--- config.mk ---
export PLATFORM = sky130hd
export DESIGN_NAME = button_conditioner
export DESIGN_NICKNAME = d
export VERILOG_FILES = /design/src/rtl/button_conditioner.sv
export SDC_FILE = /design/constraint.sdc
export NUM_CORES = 1
export LEC_CHECK = 0
export ABC_CLOCK_PERIOD_IN_PS = 3490
export BUFFER_PORTS_ARGS = -buffer_cell sky130_fd_sc_hd__buf_2
export CAP_MARGIN = 0
export CORE_MARGIN = 2
export CORE_UTILIZATION = 60
export DETAILED_ROUTE_END_ITERATION = 16
export PLACE_DENSITY_LB_ADDON = 0.2
export RECOVER_POWER = 100
export SYNTH_ARGS = -nofsm -noshare
export SYNTH_HDL_FRONTEND = slang
export SYNTH_SLANG_ARGS = --single-unit
--- constraint.sdc ---
create_clock -name clk -period 3.49 [get_ports clk]
set_clock_uncertainty 0.1 [all_clocks]
set_input_delay 0 -clock clk [delete_from_list [all_inputs] [get_ports clk]]
set_output_delay 0 -clock clk [all_outputs]
set_load 0.01 [all_outputs]
--- src/rtl/button_conditioner.sv ---
// button_conditioner: input front end of the stopwatch.
// Raw board inputs (pause/reset buttons, select/adjust switches) are
// synchronized, debounced, and the button channels are reduced to press
// events: a pause toggle and a single-cycle stopwatch-reset pulse.
module button_conditioner #(
   parameter int DEBOUNCE_CYCLES = 1_000_000
) (
   input  logic clk,
   input  logic rst,
   input  logic btn_pause,
   input  logic btn_rst,
   input  logic sw_sel,
   input  logic sw_adj,
   output logic paused,
   output logic rst_pulse,
   output logic sel,
   output logic adj
);

   localparam int NUM_CH   = 4;
   localparam int CH_PAUSE = 0;
   localparam int CH_RST   = 1;
   localparam int CH_SEL   = 2;
   localparam int CH_ADJ   = 3;
   localparam int CNT_W    = $clog2(DEBOUNCE_CYCLES);
   localparam logic [CNT_W-1:0] CNT_LAST = CNT_W'(DEBOUNCE_CYCLES - 1);

   logic [NUM_CH-1:0] raw;
   logic [NUM_CH-1:0] sync1;
   logic [NUM_CH-1:0] sync2;
   logic [NUM_CH-1:0] db;
   logic [CNT_W-1:0]  cnt [NUM_CH];
   logic [1:0]        db_q;
   logic [1:0]        press;

   assign raw = {sw_adj, sw_sel, btn_rst, btn_pause};

   // Two-flop synchronizer for every raw input.
   // NOTE: sequential state uses non-blocking assignments so sync2 picks up
   // the old sync1 value; blocking here would collapse the chain to one flop.
   always_ff @(posedge clk or posedge rst) begin
      if (rst) begin
         sync1 <= '0;
         sync2 <= '0;
      end else begin
         sync1 <= raw;
         sync2 <= sync1;
      end
   end

   // Per-channel debouncer: accept a new level after DEBOUNCE_CYCLES
   // consecutive cycles of disagreement; any agreeing cycle restarts the count.
   // NOTE: the counters are ordinary flops and are cleared by reset, so a
   // transition half-counted when rst arrives is discarded rather than resumed.
   always_ff @(posedge clk or posedge rst) begin
      if (rst) begin
         db <= '0;
         for (int i = 0; i < NUM_CH; i++) begin
            cnt[i] <= '0;
         end
      end else begin
         for (int i = 0; i < NUM_CH; i++) begin
            if (sync2[i] == db[i]) begin
               cnt[i] <= '0;
            end else if (cnt[i] == CNT_LAST) begin
               db[i]  <= sync2[i];
               cnt[i] <= '0;
            end else begin
               cnt[i] <= cnt[i] + CNT_W'(1);
            end
         end
      end
   end

   // Edge history for the two button channels.
   always_ff @(posedge clk or posedge rst) begin
      if (rst) begin
         db_q <= '0;
      end else begin
         db_q <= db[CH_RST:CH_PAUSE];
      end
   end

   // A press is a debounced rising edge; releases are ignored.
   assign press = db[CH_RST:CH_PAUSE] & ~db_q;

   // Registered button events: pause toggle and one-cycle reset pulse.
   always_ff @(posedge clk or posedge rst) begin
      if (rst) begin
         paused    <= 1'b0;
         rst_pulse <= 1'b0;
      end else begin
         paused    <= paused ^ press[CH_PAUSE];
         rst_pulse <= press[CH_RST];
      end
   end

   assign sel = db[CH_SEL];
   assign adj = db[CH_ADJ];

endmodule

==> impl_metrics.sql <==
INSERT INTO impl_metrics (metric_group, metric, value, unit) VALUES
('pwr', 'comb_power_share', '3.2', '%'),
('logic_synthesis', 'synth.avg_cell_area', '9.90', 'sq um'),
('route', 'pre_repair_dr_iteration_count', '4', ''),
('outcome', 'status', 'finished, violations left', ''),
('die', 'die_x', '90.7', 'microns'),
('timing', 'setup_total_negative_slack', '0', 'ns'),
('timing', 'smallest_hold_slack', '0.173', 'ns'),
('die', 'starting_utilization_of_the_core_area', '62.2', '%'),
('logic_synthesis', 'netlist.top_cell.by_area', 'sky130_fd_sc_hd__dfrtp_1', ''),
('pwr', 'power.share.clock', '42.4', '%'),
('pwr', 'p_sw', '452', 'uW'),
('hold_path', 'hold_start', 'sw_sel', ''),
('timing', 'worstMarginPinSlew', '1.71', 'ns'),
('die', 'core_area', '0.00725', 'sq mm'),
('logic_synthesis', 'synth_adder_area_share', '1.11', '%'),
('layout', 'syn2layout_area_growth', '9.54', '%'),
('clock_tree', 'clock_transition_at_the_register_clock_pins_on_the_worst_setup_and_hold_paths_after_cts', '0.09', 'ns'),
('pwr', 'static-leakage-power', '0.00196', 'uW'),
('clock_tree', 'htreeDepth', '3', ''),
('logic_synthesis', 'area_share_of_and_or_nand_nor_cells_after_synthesis', '24.7', '%'),
('die', 'fp.dieArea', '0.00823', 'sq mm'),
('route', 'vias_per_cell', '5.76', ''),
('global_routing', 'grt_pass1_vias', '3220', ''),
('outcome', 'failed_checks', 'capacitance limit, slew limit', ''),
('setup_path', 'timing.critical_path.arrival', '2.94', 'ns'),
('timing', 'final_period_minus_worst_setup_slack', '2.80', 'ns'),
('logic_synthesis', 'netlist_instances', '456', ''),
('logic_synthesis', 'netlist_area', '0.00451', 'sq mm'),
('global_routing', 'first_pass_grt_wire_length', '14500', 'microns'),
('setup_path', 'crit_path_max_fanout', '11', ''),
('global_routing', 'grt_start_max_net_pins', '85', ''),
('timing', 'achievable-frequency', '358', 'MHz'),
('global_routing', 'antenna_found_initial', '0', ''),
('setup_path', 'timing.setup.critical_path_class', 'flop to flop', ''),
('job', 'timing.max_cap.violations', '1', ''),
('clock_tree', 'tritoncts_clock_tree', 'yes', ''),
('logic_synthesis', 'synth.mux.area_fraction', '0.998', '%'),
('layout', 'drive_above_1_share', '7.34', '%'),
('logic_synthesis', 'postSynthRegisterBits', '96', ''),
('timing', 'grt_setup_unrepaired', 'no', ''),
('route', 'drt-initial-drc-count', '158', ''),
('logic_synthesis', 'yosysWarnings', '0', ''),
('placed_design', 'port_buffers', '9', ''),
('setup_path', 'worst_setup_path_end_kind', 'flop', ''),
('pwr', 'power_density', '425', 'mW/mm^2'),
('pwr', 'p_int', '1650', 'uW'),
('route', 'routed-via-count', '3316', ''),
('logic_synthesis', 'asyncSetResetFlopFracSynth', '100', '%'),
('die', 'die-height', '90.7', 'microns'),
('logic_synthesis', 'synth.top_cell.area_share', '53.2', '%'),
('logic_synthesis', 'synth_edf_count', '0', ''),
('timing', 'max_slew_margin', '-13.9', '%'),
('layout', 'nets', '482', ''),
('die', 'std_cell_rows', '31', ''),
('pwr', 'power.share.sequential', '54.4', '%'),
('logic_synthesis', 'synth_compound_area_share', '7.68', '%'),
('logic_synthesis', 'synth_cell_type_count', '33', ''),
('logic_synthesis', 'xor_xnor_share_of_the_synthesized_area', '9.51', '%'),
('clock_tree', 'cts-root-buf', 'sky130_fd_sc_hd__clkbuf_8', ''),
('timing', 'hold_violations', '0', ''),
('timing', 'finalMaxSlewViolations', '85', ''),
('hold_path', 'timing.hold.worst.class', 'input port to flop', ''),
('setup_path', 'worstReg2RegStart', 'cnt[0]$_DFF_PP0_', ''),
('timing', 'finalCritPeriodShare', '80.1', '%'),
('clock_tree', 'clock-sinks', '96', ''),
('timing', 'setup_viol', '0', ''),
('clock_tree', 'postCtsSetupBuffers', '0', ''),
('placed_design', 'gp_congestion', '0.806', ''),
('pwr', 'swShare', '21.5', '%'),
('route', 'routedWlPerCell', '14.2', 'microns'),
('logic_synthesis', 'dominant_combinational_cell_family_by_area_after_synthesis', 'simple AND/OR/NAND/NOR gates', '');
placed cells by master (no fill, tap or decap), types with 2 or more instances in the layout:
cell type                       count
sky130_fd_sc_hd__nand3_1           23
sky130_fd_sc_hd__a21oi_1           27
sky130_fd_sc_hd__nand4_1           14
sky130_fd_sc_hd__inv_6              2
sky130_fd_sc_hd__mux2_2             4
sky130_fd_sc_hd__and2_1             2
sky130_fd_sc_hd__dlygate4sd3_1      5
sky130_fd_sc_hd__and2_0             3
sky130_fd_sc_hd__o31ai_1           10
sky130_fd_sc_hd__and3_1             5
sky130_fd_sc_hd__nand4b_1           3
sky130_fd_sc_hd__or3_1             16
sky130_fd_sc_hd__xor2_1            16
sky130_fd_sc_hd__nor2_1            60
sky130_fd_sc_hd__nand3_2            2
sky130_fd_sc_hd__nand2_1           30
sky130_fd_sc_hd__ha_1               4
sky130_fd_sc_hd__or4_1             15
sky130_fd_sc_hd__o21ai_0           19
sky130_fd_sc_hd__nor3_1            14
sky130_fd_sc_hd__bufinv_16          3
sky130_fd_sc_hd__nand3b_1           4
sky130_fd_sc_hd__buf_2              4
sky130_fd_sc_hd__dfrtp_1           96
sky130_fd_sc_hd__clkbuf_1           9
sky130_fd_sc_hd__or2_2              3
sky130_fd_sc_hd__nor4b_1            3
sky130_fd_sc_hd__inv_1             16
sky130_fd_sc_hd__clkbuf_8          10
sky130_fd_sc_hd__xnor2_1           33
sky130_fd_sc_hd__nor4_1            12
kinds of logic after synthesis:
logic type,Yosys count
xor gates and xnor gates,49
muxes,4
DFF,96
adders and majority gates,4
AOI/OAI and AO/OA,60
buffers and inverters,31
and+or+nand+nor,212
flip-flops by register name, indices dropped and copies added (netlist names):
register and cells:
db 4, db_q 2, cnt 80, paused 1, sync2 4, sync1 4
rst_pulse 1
metrics by stage:
step / utilization, % / instances / total power (uW) / worst slack, ns / instance area, sq um
2_1_floorplan: - / 456 / 1210 / 0.885 / 4510
3_5_place_dp: 64.5 / 555 / 1230 / 1.14 / 4680
6_report: 68.2 / 576 / 2100 / 0.694 / 4940
5_1_grt: 68.2 / 576 / 2180 / 0.585 / 4940
4_1_cts: 68.6 / 576 / 2130 / 1.11 / 4980
3_3_place_gp: 64.5 / 555 / 1230 / 1.17 / 4680
layout make-up:
type | count | area (sq um)
inverters | 17 | 63.8
well taps | 99 | 124
flip-flops and latches | 96 | 2400
fillers | 592 | 2310
clock buffers | 10 | 138
clock inverters | 6 | 113
multi-input cells | 329 | 1990
repair buffers | 19 | 111
power by group through the flow:
stage	sequential (uW)	clock (uW)	combinational (uW)
finish	1140	890	68.1
global route	1140	956	80.5
CTS	1140	913	73.8
global placement	1160	0	67.5
detailed placement	1160	0	69.1
floorplan	1160	0	49.4
path summary, 6_finish.rpt:
| check | endpoint | slack (ns) | cells past startpoint |
|---|---|---|---|
| max in group asynchronous | cnt[44]$_DFF_PP0_ | 1.34 | 4 |
| setup / recovery | cnt[6]$_DFF_PP0_ | 0.69 | 6 |
| setup reg to reg | cnt[6]$_DFF_PP0_ | 0.69 | 6 |
| min in group asynchronous | cnt[65]$_DFF_PP0_ | 0.62 | 3 |
| hold / removal | sync1[2]$_DFF_PP0_ | 0.17 | 2 |
| hold reg to reg | sync2[3]$_DFF_PP0_ | 0.26 | 0 |
what timing repair did:
item | 4_1_cts | 5_1_grt
gates resized for setup | 0 | 0
endpoints found under the setup margin | 0 | 0
hold endpoints to repair | 87 | 0
hold buffers | 5 | 0
synth_stat cells (10+ instances only):
master                      n
sky130_fd_sc_hd__nand4_1   14
sky130_fd_sc_hd__nor2_1    60
sky130_fd_sc_hd__clkbuf_1  10
sky130_fd_sc_hd__or3_1     16
sky130_fd_sc_hd__dfrtp_1   96
sky130_fd_sc_hd__inv_1     17
sky130_fd_sc_hd__a21oi_1   27
sky130_fd_sc_hd__or4_1     15
sky130_fd_sc_hd__o21ai_0   19
sky130_fd_sc_hd__nor3_1    14
sky130_fd_sc_hd__xnor2_1   33
sky130_fd_sc_hd__o31ai_1   11
sky130_fd_sc_hd__nand3_1   23
sky130_fd_sc_hd__xor2_1    16
sky130_fd_sc_hd__nand2_1   30
sky130_fd_sc_hd__nor4_1    12
metal layers:
| metal | vias up | wire (microns) | global-route usage, % |
|---|---|---|---|
| li1 | 1631 | - | - |
| met1 | 1617 | 3760 | 28.9 |
| met2 | 57 | 4050 | 35.8 |
| met3 | 11 | 226 | 2.84 |
| met4 | 0 | 142 | 8.85 |
| met5 | - | 0 | 0 |
critical path: stages (launching register included):
cell and delay [ns]:
sky130_fd_sc_hd__dfrtp_1 0.42, sky130_fd_sc_hd__ha_1 0.24, sky130_fd_sc_hd__nand2_1 0.12, sky130_fd_sc_hd__or2_2 0.33, sky130_fd_sc_hd__o31ai_1 1.07, sky130_fd_sc_hd__buf_4 0.33, sky130_fd_sc_hd__nor2_1 0.06
Note: power is estimated with default switching activity, not from simulation.
